===== src/rtl/jolt_pkg.sv =====
// Shared types and constants for the jolt-finding datapath.
// Used by the bank loader and the downstream finder.
package jolt_pkg;

  localparam int BANK_DIGITS = 5;

  localparam logic [7:0] ASCII_LF = 8'h0A;
  localparam logic [7:0] ASCII_CR = 8'h0D;
  localparam logic [7:0] ASCII_0  = 8'h30;
  localparam logic [7:0] ASCII_9  = 8'h39;

  typedef enum logic [1:0] {
    ST_COLLECT,
    ST_HOLD,
    ST_DISCARD
  } bank_ld_state_t;

  typedef enum logic [1:0] {
    ERR_NONE    = 2'd0,
    ERR_BADCHAR = 2'd1,
    ERR_LONG    = 2'd2,
    ERR_SHORT   = 2'd3
  } bank_err_t;

endpackage


===== src/rtl/bank_loader.sv =====
// ASCII line parser: packs one bank of digits into a BCD word.
// BANK_LOADER_ERR_CNT_EN adds a saturating rejected-line counter.
module bank_loader
  import jolt_pkg::*;
#(
  parameter int DIGITS    = BANK_DIGITS,
  parameter int ERR_CNT_W = 8
) (
  input  logic                  clk,
  input  logic                  rst_n,
  input  logic                  ch_valid,
  input  logic [7:0]            ch_data,
  output logic                  ch_ready,
  output logic                  bank_valid,
  output logic [4*DIGITS-1:0]   bank_data,
  input  logic                  bank_ready,
  output logic                  err_pulse,
`ifdef BANK_LOADER_ERR_CNT_EN
  output logic [1:0]            err_code,
  output logic [ERR_CNT_W-1:0]  err_count
`else
  output logic [1:0]            err_code
`endif
);

  localparam int CW = $clog2(DIGITS + 1);
  localparam int DW = 4 * DIGITS;

  bank_ld_state_t state, state_n;
  logic [CW-1:0]  cnt, cnt_n;
  logic [DW-1:0]  sr, sr_n;
  logic           pulse_q, pulse_n;
  bank_err_t      code_q, code_n;
  logic           acc;

  function automatic logic is_digit(input logic [7:0] c);
    return (c >= ASCII_0) && (c <= ASCII_9);
  endfunction

  assign acc        = ch_valid && ch_ready;
  assign ch_ready   = (state != ST_HOLD);
  assign bank_valid = (state == ST_HOLD);
  assign bank_data  = sr;
  assign err_pulse  = pulse_q;
  assign err_code   = code_q;

  // State, digit count, shift register and error registers.
  always_ff @(posedge clk or negedge rst_n) begin
    if (!rst_n) begin
      state   <= ST_COLLECT;
      cnt     <= '0;
      sr      <= '0;
      pulse_q <= 1'b0;
      code_q  <= ERR_NONE;
    end else begin
      state   <= state_n;
      cnt     <= cnt_n;
      sr      <= sr_n;
      pulse_q <= pulse_n;
      code_q  <= code_n;
    end
  end

  // Per-byte line parsing and output handshake.
  always_comb begin
    state_n = state;
    cnt_n   = cnt;
    sr_n    = sr;
    pulse_n = 1'b0;
    code_n  = code_q;
    unique case (state)
      ST_COLLECT: begin
        if (acc) begin
          unique case (1'b1)
            is_digit(ch_data): begin
              if (cnt < CW'(DIGITS)) begin
                sr_n  = (sr << 4) | DW'(ch_data[3:0]);
                cnt_n = cnt + CW'(1);
              end else begin
                pulse_n = 1'b1;
                code_n  = ERR_LONG;
                state_n = ST_DISCARD;
              end
            end
            (ch_data == ASCII_CR): begin
              state_n = ST_COLLECT;
            end
            (ch_data == ASCII_LF): begin
              if (cnt == CW'(DIGITS)) begin
                state_n = ST_HOLD;
              end else if (cnt != '0) begin
                pulse_n = 1'b1;
                code_n  = ERR_SHORT;
                cnt_n   = '0;
                sr_n    = '0;
              end
            end
            default: begin
              pulse_n = 1'b1;
              code_n  = ERR_BADCHAR;
              state_n = ST_DISCARD;
            end
          endcase
        end
      end
      ST_HOLD: begin
        if (bank_ready) begin
          cnt_n   = '0;
          state_n = ST_COLLECT;
        end
      end
      ST_DISCARD: begin
        if (acc && (ch_data == ASCII_LF)) begin
          cnt_n   = '0;
          state_n = ST_COLLECT;
        end
      end
      default: begin
        state_n = ST_COLLECT;
        cnt_n   = '0;
      end
    endcase
  end

`ifdef BANK_LOADER_ERR_CNT_EN
  logic [ERR_CNT_W-1:0] ecnt;

  assign err_count = ecnt;

  // Rejected-line counter, sticks at all-ones.
  always_ff @(posedge clk or negedge rst_n) begin
    if (!rst_n) begin
      ecnt <= '0;
    end else if (pulse_q && !(&ecnt)) begin
      ecnt <= ecnt + ERR_CNT_W'(1);
    end
  end
`endif

endmodule


===== config.mk =====
export PLATFORM = sky130hd
export DESIGN_NAME = bank_loader
export DESIGN_NICKNAME = d
export VERILOG_FILES = /design/src/rtl/jolt_pkg.sv /design/src/rtl/bank_loader.sv
export SDC_FILE = /design/constraint.sdc
export NUM_CORES = 1
export LEC_CHECK = 0
export CORE_UTILIZATION = 54
export CTS_BUF_LIST = sky130_fd_sc_hd__clkbuf_4
export CTS_CLUSTER_DIAMETER = 60
export DETAILED_ROUTE_END_ITERATION = 7
export GPL_TIMING_DRIVEN = 0
export PLACE_DENSITY = 0.95
export SYNTH_ARGS = -nofsm -noshare
export SYNTH_HDL_FRONTEND = slang
export SYNTH_SLANG_ARGS = --single-unit

===== constraint.sdc =====
create_clock -name clk -period 5.4 [get_ports clk]
set_input_delay 1.35 -clock clk [delete_from_list [all_inputs] [get_ports clk]]
set_output_delay 1.35 -clock clk [all_outputs]
set_load 0.05 [all_outputs]

==> impl_metrics.csv <==
group,metric,value,unit
outcome,outcome,"completed",
floorplanning,die-area,2928,µm²
synth,avgSynthCellArea,9.522,µm²
placed_design,dp_hpwl,2581,µm
clock_network,cts_resized,0,
setup_path,crit_type,"reg2out",
timing,tns,0,ns
drt,viasPerCell,5.746,
placed_design,post-place-ws,1.832,ns
timing,slew_violations,0,
clock_network,cts-root-buf,"clkbuf_4",
synth,synth-edff-count,0,
pwr,power,0.4411,mW
synth,yosysWarnings,0,
floorplanning,num_io_pins,37,
synth,synth_async_sr_flop_share,100.0,%
drt,avgRoutedWirePerCell,14.79,µm
synth,syn_nets,169,
timing,hold_viol_final,0,
setup_path,cp_data_arrival_time,1.94,ns
grt,grt_pass1_wl,5361,µm
timing,grt_setup_unrepaired,"false",
placed_design,place.gp.congestion,0.9127,
timing,setup_viol,0,
timing,whs,0.5028,ns
finish,nets,210,
setup_path,endpoint_kind,"output pin",
setup_path,cp_max_fo,9,
floorplanning,die_x,54.11,µm
pwr,p_leak,0.7966,nW
clock_network,numCtsBuffers,3,
clock_network,cts_sinks,28,
grt,antenna_found_initial,0,
clock_network,insertion_delay,0.31,ns
grt,grt_usage,25.95,%
grt,grt_overflow,0,
floorplanning,core,2522,µm²
drt,wl,3313,µm
setup_path,critPathLaunchType,"flop",
placed_design,numPortBuffers,36,
clock_network,cts_tree,"done",
clock_network,cts_setup_buffers,0,
synth,ys_top_cells_by_area,"dfrtp_1 48%, nand2_1 10%, o21ai_0 7.2%",
timing,worst_pin_slew,0.6157,ns
synth,syn_area,1466,µm²
timing,fmax,0.3036,GHz
clock_network,h-tree-depth,1,
grt,grt_pass1_vias,1223,
grt,grt_max_degree,29,
clock_network,clk_pin_slew_worst_paths,0.14,ns
finish,area_growth,28.58,%
drt,first_pass_iters,4,
finish,diodes,0,
finish,stdcell_count,224,
run,cap_violations,0,
drt,ant_nets,0,
clock_network,cts_buffer_depth,2,
drt,vias,1287,
synth,synth_top_area_cell,"dfrtp_1",
synth,yosysSeqAreaShare,47.78,%
timing,setup_ws,2.106,ns
synth,synth_top_cell_area_share,47.78,%
timing,period_needed,3.294,ns
floorplanning,fp-row-count,18,
drt,first_iter_violations,22,
finish,drive_gt1_share,9.794,%
synth,ys.flop_type,"dfrtp_1",
clock_network,cts_hold_buf,0,
synth,synth_cell_types,41,
synth,ys_ff_latch,28,
drt,drc,0,
floorplanning,initial_core_util,58.13,%
timing,clock_skew,0.003406,ns
synth,synthCells,154,
timing,slew_headroom,58.96,%
placed_design,place_inst,220,
setup_path,critPathRequiredTime,4.05,ns
pwr,p_per_area,233.9,nW/µm²
timing,min_period_over_period,61.00,%
min_path,min_path_type,"reg2reg",
floorplanning,die_y,54.11,µm
pwr,ir_worst_vdd,0.2133,mV
final cells by class:
type | count | area, µm²
inverters | 4 | 15.01
clock buffers | 3 | 22.52
flip-flops and latches | 28 | 700.7
plain buffers | 8 | 58.81
clock inverters | 1 | 3.754
repair buffers | 36 | 355.3
fillers | 210 | 636.9
well taps | 30 | 37.54
multi-input cells | 114 | 691.9
synthesized netlist by cell type, types with 2 or more instances:
| cell type | instances |
|---|---|
| o21ai_2 | 2 |
| o21ai_0 | 21 |
| inv_1 | 4 |
| mux2i_1 | 4 |
| clkbuf_1 | 4 |
| and2_1 | 2 |
| nor2_1 | 4 |
| nand2_1 | 40 |
| nand2b_1 | 3 |
| mux2_4 | 2 |
| nand3b_1 | 2 |
| nor2b_1 | 2 |
| nand3_1 | 3 |
| clkbuf_8 | 2 |
| nor3_1 | 2 |
| dfrtp_1 | 28 |
| ha_1 | 3 |
| a21oi_1 | 3 |
kinds of logic (layout without fill, tap and decap cells):
family          count (synthesis)  after routing  share of synthesized area, %
mux                             6              6                         4.778
buf+inv                        12             52                         5.033
simple gates                   68             68                         23.63
compound gates                 37             37                         16.21
flops                          28             28                         47.78
fa+ha+maj                       3              3                         2.560
layer usage:
layer | vias to the layer above | share of wire [%] | track usage (%)
met4 | 0 | 1.4 | 6.838
li1 | 614 | - | -
met3 | 6 | 4.7 | 3.672
met2 | 43 | 52 | 49.38
met5 | - | 0 | 0
met1 | 624 | 42 | 29.86
layout by cell type, fill, tap and decap left out, types with 2 or more instances in the layout:
cell and n:
mux2_4 2, clkdlybuf4s50_1 35, nand2b_1 3, dfrtp_1 28, a21oi_1 3, o21ai_0 21
nand3_1 3, buf_2 2, mux2i_1 4, nor2b_1 2, nand2_1 40, clkbuf_8 2
nor2_1 4, nand3b_1 2, clkbuf_4 3, clkbuf_1 4, inv_1 4, o21ai_2 2
ha_1 3, nor3_1 2, and2_1 2
registers in the layout (all words and copies together) (netlist names):
register / count
bank_data: 20
err_pulse: 1
err_code: 2
cnt: 3
state: 2
worst max-delay path: stages, from the launching register on:
cell,delay (ns)
dfrtp_1,0.35
clkbuf_1,0.27
nand2b_1,0.14
inv_1,0.07
clkdlybuf4s50_1,0.79
metrics by stage:
step	utilization, %	area (µm²)
floorplan	-	1466
global route	74.75	1886
detailed placement	73.91	1864
global placement	73.91	1864
CTS	74.95	1891
finish	74.75	1886
worst paths after layout:
check,from,end,slack [ns],cells after the start
setup / recovery,state[0]$_DFFE_PN0P_,bank_valid,2.11,4
hold / removal,bank_data[17]$_DFFE_PN0P_,bank_data[17]$_DFFE_PN0P_,0.50,2
min in group asynchronous,rst_n,bank_data[18]$_DFFE_PN0P_,1.02,1
hold reg to reg,bank_data[17]$_DFFE_PN0P_,bank_data[17]$_DFFE_PN0P_,0.50,2
setup reg to reg,cnt[0]$_DFFE_PN0P_,bank_data[9]$_DFFE_PN0P_,3.36,9
max in group asynchronous,rst_n,state[0]$_DFFE_PN0P_,3.98,1
power breakdown:
group / total, mW / switching [mW] / internal [mW]
Clock: 0.0848 / 0.0578 / 0.0270
Combinational: 0.116 / 0.0702 / 0.0463
Sequential: 0.240 / 0.0152 / 0.225
Note: power is estimated with default switching activity, not from simulation.
